**src/rtl/sram_pin_responder.sv**
```systemverilog
// Pin-level 64x8 SRAM responder behind a 4-phase req/ack handshake.
// Optional pointer alias at the top address: define SRAM_RESP_AUTOINC_EN.
module sram_pin_responder #(
    parameter int ADDR_W = 6,
    parameter int DATA_W = 8
) (
    input  logic              clk,
    input  logic              rst_n,
    input  logic              ena,
    input  logic [7:0]        ui_in,
    input  logic [DATA_W-1:0] uio_in,
    output logic [7:0]        uo_out,
    output logic [DATA_W-1:0] uio_out,
    output logic [DATA_W-1:0] uio_oe
);

    typedef enum logic [1:0] {
        IDLE   = 2'd0,
        ACCESS = 2'd1,
        ACK    = 2'd2
    } state_t;

    state_t state, next;

    logic              req_m, req_s, req_q;
    logic              we_q, we_n;
    logic [ADDR_W-1:0] addr, eff_addr;
    logic [DATA_W-1:0] rdata, rdata_n;
    logic [DATA_W-1:0] dout_n, oe_n;
    logic              ack_r, busy_r, ack_n, busy_n;
    logic [5:0]        count;

    logic [DATA_W-1:0] mem [2**ADDR_W];

    assign addr = ui_in[ADDR_W-1:0];

`ifdef SRAM_RESP_AUTOINC_EN
    localparam logic [ADDR_W-1:0] PTR_MAX = {{(ADDR_W-1){1'b1}}, 1'b0};

    logic [ADDR_W-1:0] ptr;

    // Top address aliases the pointer, so the pointer never reaches it.
    assign eff_addr = (addr == '1) ? ptr : addr;

    always_ff @(posedge clk or negedge rst_n) begin
        if (!rst_n) begin
            ptr <= '0;
        end else if (state == ACCESS) begin
            ptr <= (eff_addr == PTR_MAX) ? '0 : eff_addr + 1'b1;
        end
    end
`else
    assign eff_addr = addr;
`endif

    always_ff @(posedge clk or negedge rst_n) begin
        if (!rst_n) begin
            req_m <= 1'b0;
            req_s <= 1'b0;
            req_q <= 1'b0;
        end else begin
            req_m <= ui_in[7];
            req_s <= req_m;
            req_q <= req_s;
        end
    end

    always_ff @(posedge clk or negedge rst_n) begin
        if (!rst_n) begin
            state <= IDLE;
        end else begin
            state <= next;
        end
    end

    always_comb begin
        next = state;
        unique case (state)
            IDLE: begin
                if (req_s && !req_q && ena) begin
                    next = ACCESS;
                end
            end
            ACCESS: next = ACK;
            ACK: begin
                if (!req_s) begin
                    next = IDLE;
                end
            end
            default: next = IDLE;
        endcase
    end

    // Output values are computed from the next state and then registered.
    always_comb begin
        we_n    = we_q;
        rdata_n = rdata;
        ack_n   = 1'b0;
        busy_n  = 1'b0;
        oe_n    = '0;
        dout_n  = '0;
        if (state == ACCESS) begin
            we_n = ui_in[6];
            if (!ui_in[6]) begin
                rdata_n = mem[eff_addr];
            end
        end
        unique case (next)
            ACCESS: busy_n = 1'b1;
            ACK: begin
                ack_n  = 1'b1;
                busy_n = 1'b1;
                if (!we_n) begin
                    oe_n   = '1;
                    dout_n = rdata_n;
                end
            end
            default: ;
        endcase
    end

    always_ff @(posedge clk or negedge rst_n) begin
        if (!rst_n) begin
            we_q    <= 1'b0;
            rdata   <= '0;
            ack_r   <= 1'b0;
            busy_r  <= 1'b0;
            uio_oe  <= '0;
            uio_out <= '0;
            count   <= '0;
        end else begin
            we_q    <= we_n;
            rdata   <= rdata_n;
            ack_r   <= ack_n;
            busy_r  <= busy_n;
            uio_oe  <= oe_n;
            uio_out <= dout_n;
            if (state == ACCESS) begin
                count <= count + 6'd1;
            end
        end
    end

    always_ff @(posedge clk) begin
        if (state == ACCESS && ui_in[6]) begin
            mem[eff_addr] <= uio_in;
        end
    end

    assign uo_out = {count, busy_r, ack_r};

endmodule

```
**config.mk**
```make
export PLATFORM = sky130hd
export DESIGN_NAME = sram_pin_responder
export DESIGN_NICKNAME = d
export VERILOG_FILES = /design/src/rtl/sram_pin_responder.sv
export SDC_FILE = /design/constraint.sdc
export NUM_CORES = 1
export LEC_CHECK = 0
export BUFFER_PORTS_ARGS = -buffer_cell sky130_fd_sc_hd__buf_4
export CAP_MARGIN = 20
export CELL_PAD_IN_SITES_DETAIL_PLACEMENT = 0
export CELL_PAD_IN_SITES_GLOBAL_PLACEMENT = 2
export CORE_ASPECT_RATIO = 1.75
export CORE_MARGIN = 5
export CORE_UTILIZATION = 27
export DETAILED_ROUTE_END_ITERATION = 12
export GPL_ROUTABILITY_DRIVEN = 0
export PLACE_DENSITY = 0.6
export RECOVER_POWER = 100
export REMOVE_ABC_BUFFERS = 1
export SLEW_MARGIN = 5
export SYNTH_ARGS = -nofsm -noshare
export SYNTH_HDL_FRONTEND = slang
export SYNTH_SLANG_ARGS = --single-unit
export TNS_END_PERCENT = 5
```
**constraint.sdc**
```tcl
create_clock -name clk -period 2.25 [get_ports clk]
set_clock_uncertainty 0.05 [all_clocks]
set_input_delay 0.3375 -clock clk [delete_from_list [all_inputs] [get_ports clk]]
set_output_delay 0.3375 -clock clk [all_outputs]
set_load 0.01 [all_outputs]
```
======== Word level (Yosys, flattened, before mapping) ========
Memory sizes are Yosys's and may differ from the RTL's.
Index checks and enable logic that the tools add are counted.
word-level totals
  bits in writable memories ............... 512
  flip-flop bits (word level) ............. 38
  bits of input ports ..................... 19
  memories ................................ 1
  word-level logic and storage cells ...... 37
operators by class
  eq/ne operators ......................... 4
  add/sub/neg operators ................... 1
  muxes and demuxes ....................... 14
  reduce and logical (&&, ||, !) cells .... 6
memories
  name  depth  width  rd ports  clocked after memory_dff  write ports  line  RTL
  mem   64     8      1         0                         1            33    logic [DATA_W-1:0] mem [2**ADDR_W];
operator list
  operator                                                         count
  8-bit two-way mux                                                6
  6-bit by 1-bit adder with 6-bit output, second input constant    1
  2-bit one-hot mux with 3 select lines                            1
  1-bit two-way mux                                                5
  2-bit by 1-bit == test with 1-bit output, second input constant  2
  2-bit == test, second input constant                             2
  2-bit two-way mux                                                2
  1-bit logical AND                                                3
  2-bit zero test                                                  1
  2-bit OR reduction                                               1
  1-bit zero test                                                  1

======== Logic depth before layout (Yosys ltp) ========
  word-level depth ........................ 8
  depth in mapped cells ................... 11
  mapped depth without buffers ............ 6

======== Worst setup path before layout ========
OpenSTA, ideal clock, no wires.
  path type ............................... input port to flip-flop
  start ................................... input ui_in[0]
  end ..................................... register uio_out[6]
  arrival ................................. 2.197 ns
  setup slack ............................. -0.128 ns
  path buffers ............................ 1
  stages .................................. 7
  setup time .............................. 0.132 ns
  path through ............................ buf_6 mux4_2 and3_1 a2111o_1 a2111o_1 nor4_2 nor3_1
on the way
  longest elaborated chain between the ends .. 5
RTL lines
  item                  line  RTL
  from (decl)           10    input logic [7:0] ui_in,
  memory 64 x 8 bit     -
  8-bit two-way mux     104   if (!ui_in[6]) begin
  8-bit two-way mux     102   if (state == ACCESS) begin
  8-bit two-way mux     113   if (!we_n) begin
  8-bit two-way mux     108   unique case (next)
  net dout_n[6]         29    logic [DATA_W-1:0] dout_n, oe_n;
  to (signal assigned)  137   uio_out <= dout_n;
  to (decl)             13    output logic [DATA_W-1:0] uio_out,
The timed path passes the listed nets, and every way through them passes these cells.
A chain may end at the register's enable or synchronous reset.

======== Worst setup path after layout ========
  start ................................... memory mem[38][7]
  end ..................................... register uio_out[7]
on the way
  longest elaborated chain between the ends .. 5
RTL lines
  item               line  RTL
  from (decl)        33
  memory 64 x 8 bit  -
  8-bit two-way mux  104
  8-bit two-way mux  102
  net rdata_n[7]     28    logic [DATA_W-1:0] rdata, rdata_n;
  8-bit two-way mux  113
  8-bit two-way mux  108
  net dout_n[7]      29
The timed path passes the listed nets, and every way through them passes these cells.

==> run summary <==
The maximum fanout along the worst path is 2. The root buffer cell was sky130_fd_sc_hd__clkbuf_16. Registers take 0.0162 mm^2.

The final reports fail on max-capacitance violations, max-slew violations, negative setup slack. The run gives -0.0219 ns as the smallest setup slack after layout. The longest clock path from root to sink contains 3 buffers.

The run finished, with violations left. The number of antenna violations at the first check in global routing came out at 0. The classification of the worst setup path was reg2reg.

Traced cell by cell, the critical path runs through mux2_2 -> a221o_1 -> a221oi_1 -> buf_4 -> a2bb2oi_1 -> a31oi_1 -> and2_1. Each instance of the synthesized netlist takes up on average 17.5 um^2. The layout overhead on the synthesized area was 24.1%; the total number of vias was 12600. The routed wirelength normalized by instance count is 26.8 um. In this run the power spent charging and discharging nets is 0.00488 W. The tightest hold path in the finished design has a slack of 0.300 ns. The number of register bits inferred by synthesis came out at 543. The first global-routing pass estimated 99200 um of wire. The multi-input combinational cells in the finished layout cover a total of 0.00483 mm^2. Before antenna repair, the detailed router went through 5 iterations.

The count of pins over their slew limit is 292, and the total of max-cap violations is 5. The layout cell share with drive strength beyond 1 is 30.1%, and the internal power is 0.0165 W. The logs give -0.748 ns for the worst slack after detailed placement and 2.69 ns for the worst path required time. The power per standard cell area was 807 mW/mm^2.

The standard cell with the maximum stage delay on the critical path was sky130_fd_sc_hd__a221oi_1. Synthesis handed over a netlist of 1223 instances. In this run the count of I/O pins placed on the die edge is 43.

The hold violation count in the final report is 0. Startpoint class of the critical path: a flop. Yosys printed 0 warnings.

The run gives 7.4% as the combinational power share. The tools report the standard cell core area as 0.0786 mm^2. The logs give 61 for the post-synthesis cell type count and 0.59 ns for the clock latency reported for the late side of the worst-skew pair. The maximum level of the CTS H-tree came out at 2. The die is 223 um wide. The async set-or-reset flop fraction in the synthesized netlist came out at 5.71%.

The initialized floorplan defines 136 standard-cell rows. For the pin with the worst max-slew slack, the measured transition is 1.63 ns. For this design the static power due to leakage is 9.13 nW.

After detailed routing, the number of vias per cell comes to 4.84. Detailed placement ended at an HPWL of 49000 um. Counting every sink on the clock net gives 543. The depth of the worst register-to-register path is 7, and the maximum clock frequency is 440 MHz. After clock tree synthesis, the clock-pin slew on the worst setup and hold paths is 0.07 ns. Setup violations remaining at the end of the flow were counted as 8.

The tools report the total setup buffers inserted after CTS as 0. Summed over all layers, the routed wires come to 69600 um. In this run switching power makes up 22.8% of total power. Peak ir drop on the vdd network: 0.487 mV. TritonCTS built the clock tree. The logs give 0 for the number of remaining DRC errors and 75.6% for the sequential area share after synthesis.

Of the total power, the clock network draws 40.1%. The die span in y was 382 um; the number of input and output port buffers inserted was 42. Once detail routing completed, the nets flagged for antenna violations numbered 0. In the final design database the tool counted 1544 nets.

The worst pin sits at a relative slew slack of -8.98%. The global router's overall resource usage was 16.0%; the final-layout fill cell count was 7671. The floorplan step defined a die boundary enclosing 0.0851 mm^2. Setup repair after global routing could not meet its margin everywhere.

STA classifies the critical path endpoint as a flop. 0 antenna diodes ended up in the layout. The data arrival time of the critical path is 2.71 ns, and the delay of the slowest cell on the worst path is 0.40 ns. The total overflow left after global routing is 0. Dividing the final minimum period by the clock period gives 101%. Entering global routing, the biggest net connects 65 pins.

The tools report the via count of the first global-routing pass as 13400. The total CTS buffers is 49, and the number of synthesized flops with an enable pin is 512. Minimum clock period after layout: 2.27 ns. The tools report the DRC violation total after the first TritonRoute iteration as 789.

Counting instances, the worst hold path has a depth of 0. The most frequent standard cell in the layout excluding fill and tap cells is sky130_fd_sc_hd__edfxtp_1. Once the floorplan was initialized, standard cells occupied 27.2% of the core. The min-delay analysis places its worst path in the category reg2reg.

The combined area of all synthesized cells came out at 0.0214 mm^2. Commonest register cell after synthesis: sky130_fd_sc_hd__edfxtp_1. Of the total power, registers draw 52.4%. In the layout the commonest cells are sky130_fd_sc_hd__edfxtp_1, sky130_fd_sc_hd__buf_4, sky130_fd_sc_hd__nor2_1, sky130_fd_sc_hd__mux2i_1, sky130_fd_sc_hd__clkbuf_16.
[power by group through the flow]
stage                     clock [W]  combinational (W)  sequential, W
after floorplan                   0           0.000513         0.0115
after global placement            0            0.00164         0.0114
after detailed placement          0            0.00166         0.0114
after CTS                   0.00880            0.00167         0.0112
after global routing        0.00915            0.00169         0.0112
final                       0.00859            0.00159         0.0112
[flip-flops by register name, summed over array words and instances, names as in the netlist, 2 cells and up]
name	cells
rdata	8
mem	512
state	2
uio_out	8
count	6
[Yosys cell counts (7+ instances only)]
cell type | n | share of area (%)
sky130_fd_sc_hd__a211oi_1 | 9 | 0.32
sky130_fd_sc_hd__a21oi_1 | 24 | 0.56
sky130_fd_sc_hd__a221o_1 | 14 | 0.66
sky130_fd_sc_hd__a221oi_1 | 44 | 1.8
sky130_fd_sc_hd__a22o_1 | 9 | 0.37
sky130_fd_sc_hd__a22oi_1 | 22 | 0.77
sky130_fd_sc_hd__a31oi_1 | 8 | 0.23
sky130_fd_sc_hd__and2_1 | 8 | 0.23
sky130_fd_sc_hd__and3_1 | 9 | 0.26
sky130_fd_sc_hd__buf_1 | 7 | 0.12
sky130_fd_sc_hd__buf_2 | 34 | 0.80
sky130_fd_sc_hd__buf_4 | 11 | 0.39
sky130_fd_sc_hd__clkbuf_1 | 37 | 0.65
sky130_fd_sc_hd__dfrtp_1 | 31 | 3.6
sky130_fd_sc_hd__edfxtp_1 | 512 | 72
sky130_fd_sc_hd__inv_1 | 8 | 0.14
sky130_fd_sc_hd__mux2_2 | 32 | 1.7
sky130_fd_sc_hd__mux2i_1 | 76 | 3.6
sky130_fd_sc_hd__mux4_2 | 41 | 4.3
sky130_fd_sc_hd__nand2_1 | 39 | 0.68
sky130_fd_sc_hd__nand2b_1 | 17 | 0.50
sky130_fd_sc_hd__nand3_1 | 11 | 0.26
sky130_fd_sc_hd__nor2_1 | 87 | 1.5
sky130_fd_sc_hd__nor2b_1 | 9 | 0.26
sky130_fd_sc_hd__nor3_1 | 10 | 0.23
sky130_fd_sc_hd__o21ai_0 | 12 | 0.28
sky130_fd_sc_hd__o22a_1 | 7 | 0.29
sky130_fd_sc_hd__o22ai_1 | 20 | 0.59
[cell type report]
cell class	count	area share [%]
sequential	543	60.9
multi-input combinational	580	18.2
timing repair buffer	339	9.74
tap	1035	4.88
clock buffer	55	4.87
clock inverter	36	1.28
inverter	10	0.142
[per-stage QoR]
| step | area, um^2 | std cells | total power [W] | setup TNS, ns | util [%] |
|---|---|---|---|---|---|
| floorplan | 20900 | 1133 | 0.0120 | -0.0237 | - |
| global placement | 25100 | 2503 | 0.0131 | -61.53 | 31.9 |
| detailed placement | 25100 | 2503 | 0.0131 | -59.93 | 31.9 |
| CTS | 26800 | 2598 | 0.0217 | -0.0834 | 34.1 |
| global route | 26500 | 2598 | 0.0221 | -5.80 | 33.7 |
| finish | 26500 | 2598 | 0.0214 | -0.0893 | 33.7 |
[final timing paths]
kind,from,to,slack [ns]
worst max-delay path,mem[38][7],uio_out[7],-0.02
worst min-delay path,req_m,req_s,0.30
worst max register to register,mem[38][7],uio_out[7],-0.02
worst min register to register,req_m,req_s,0.30
max in group asynchronous,rst_n,uio_out[0],1.24
min in group asynchronous,rst_n,count[5],0.36
[repair_timing]
item,CTS,global route
endpoints found under the hold margin,34,0
resized for setup,11,9
pin swaps,6,1
hold buffers,4,0
endpoints found under the setup margin,298,18
[logic make-up after synthesis]
family                   Yosys count  synth area share [%]
flip-flops                       543                  75.6
AND/OR/NAND/NOR                  217                  4.97
AO/OA/AOI/OAI                    207                  7.40
multiplexers                     149                  9.57
buffers and inverters            100                  2.18
XOR/XNOR                           5                 0.205
adder cells (fa/ha/maj)            2                 0.117
[critical path, delay by kind of cell, from the launching register on]
| kind | cells | cell delay (ns) |
|---|---|---|
| buf+inv | 1 | 0.18 |
| flops | 1 | 0.35 |
| compound gates | 4 | 1.12 |
| simple gates | 1 | 0.17 |
| mux | 1 | 0.29 |
[per-layer routing]
metal / global-route usage, % / share of wire [%]
met1: 17.5 / 37
met2: 30.9 / 55
met3: 1.70 / 3.3
met4: 7.00 / 5.2
met5: 0 / 0
Note: power is estimated with default switching activity, not from simulation.
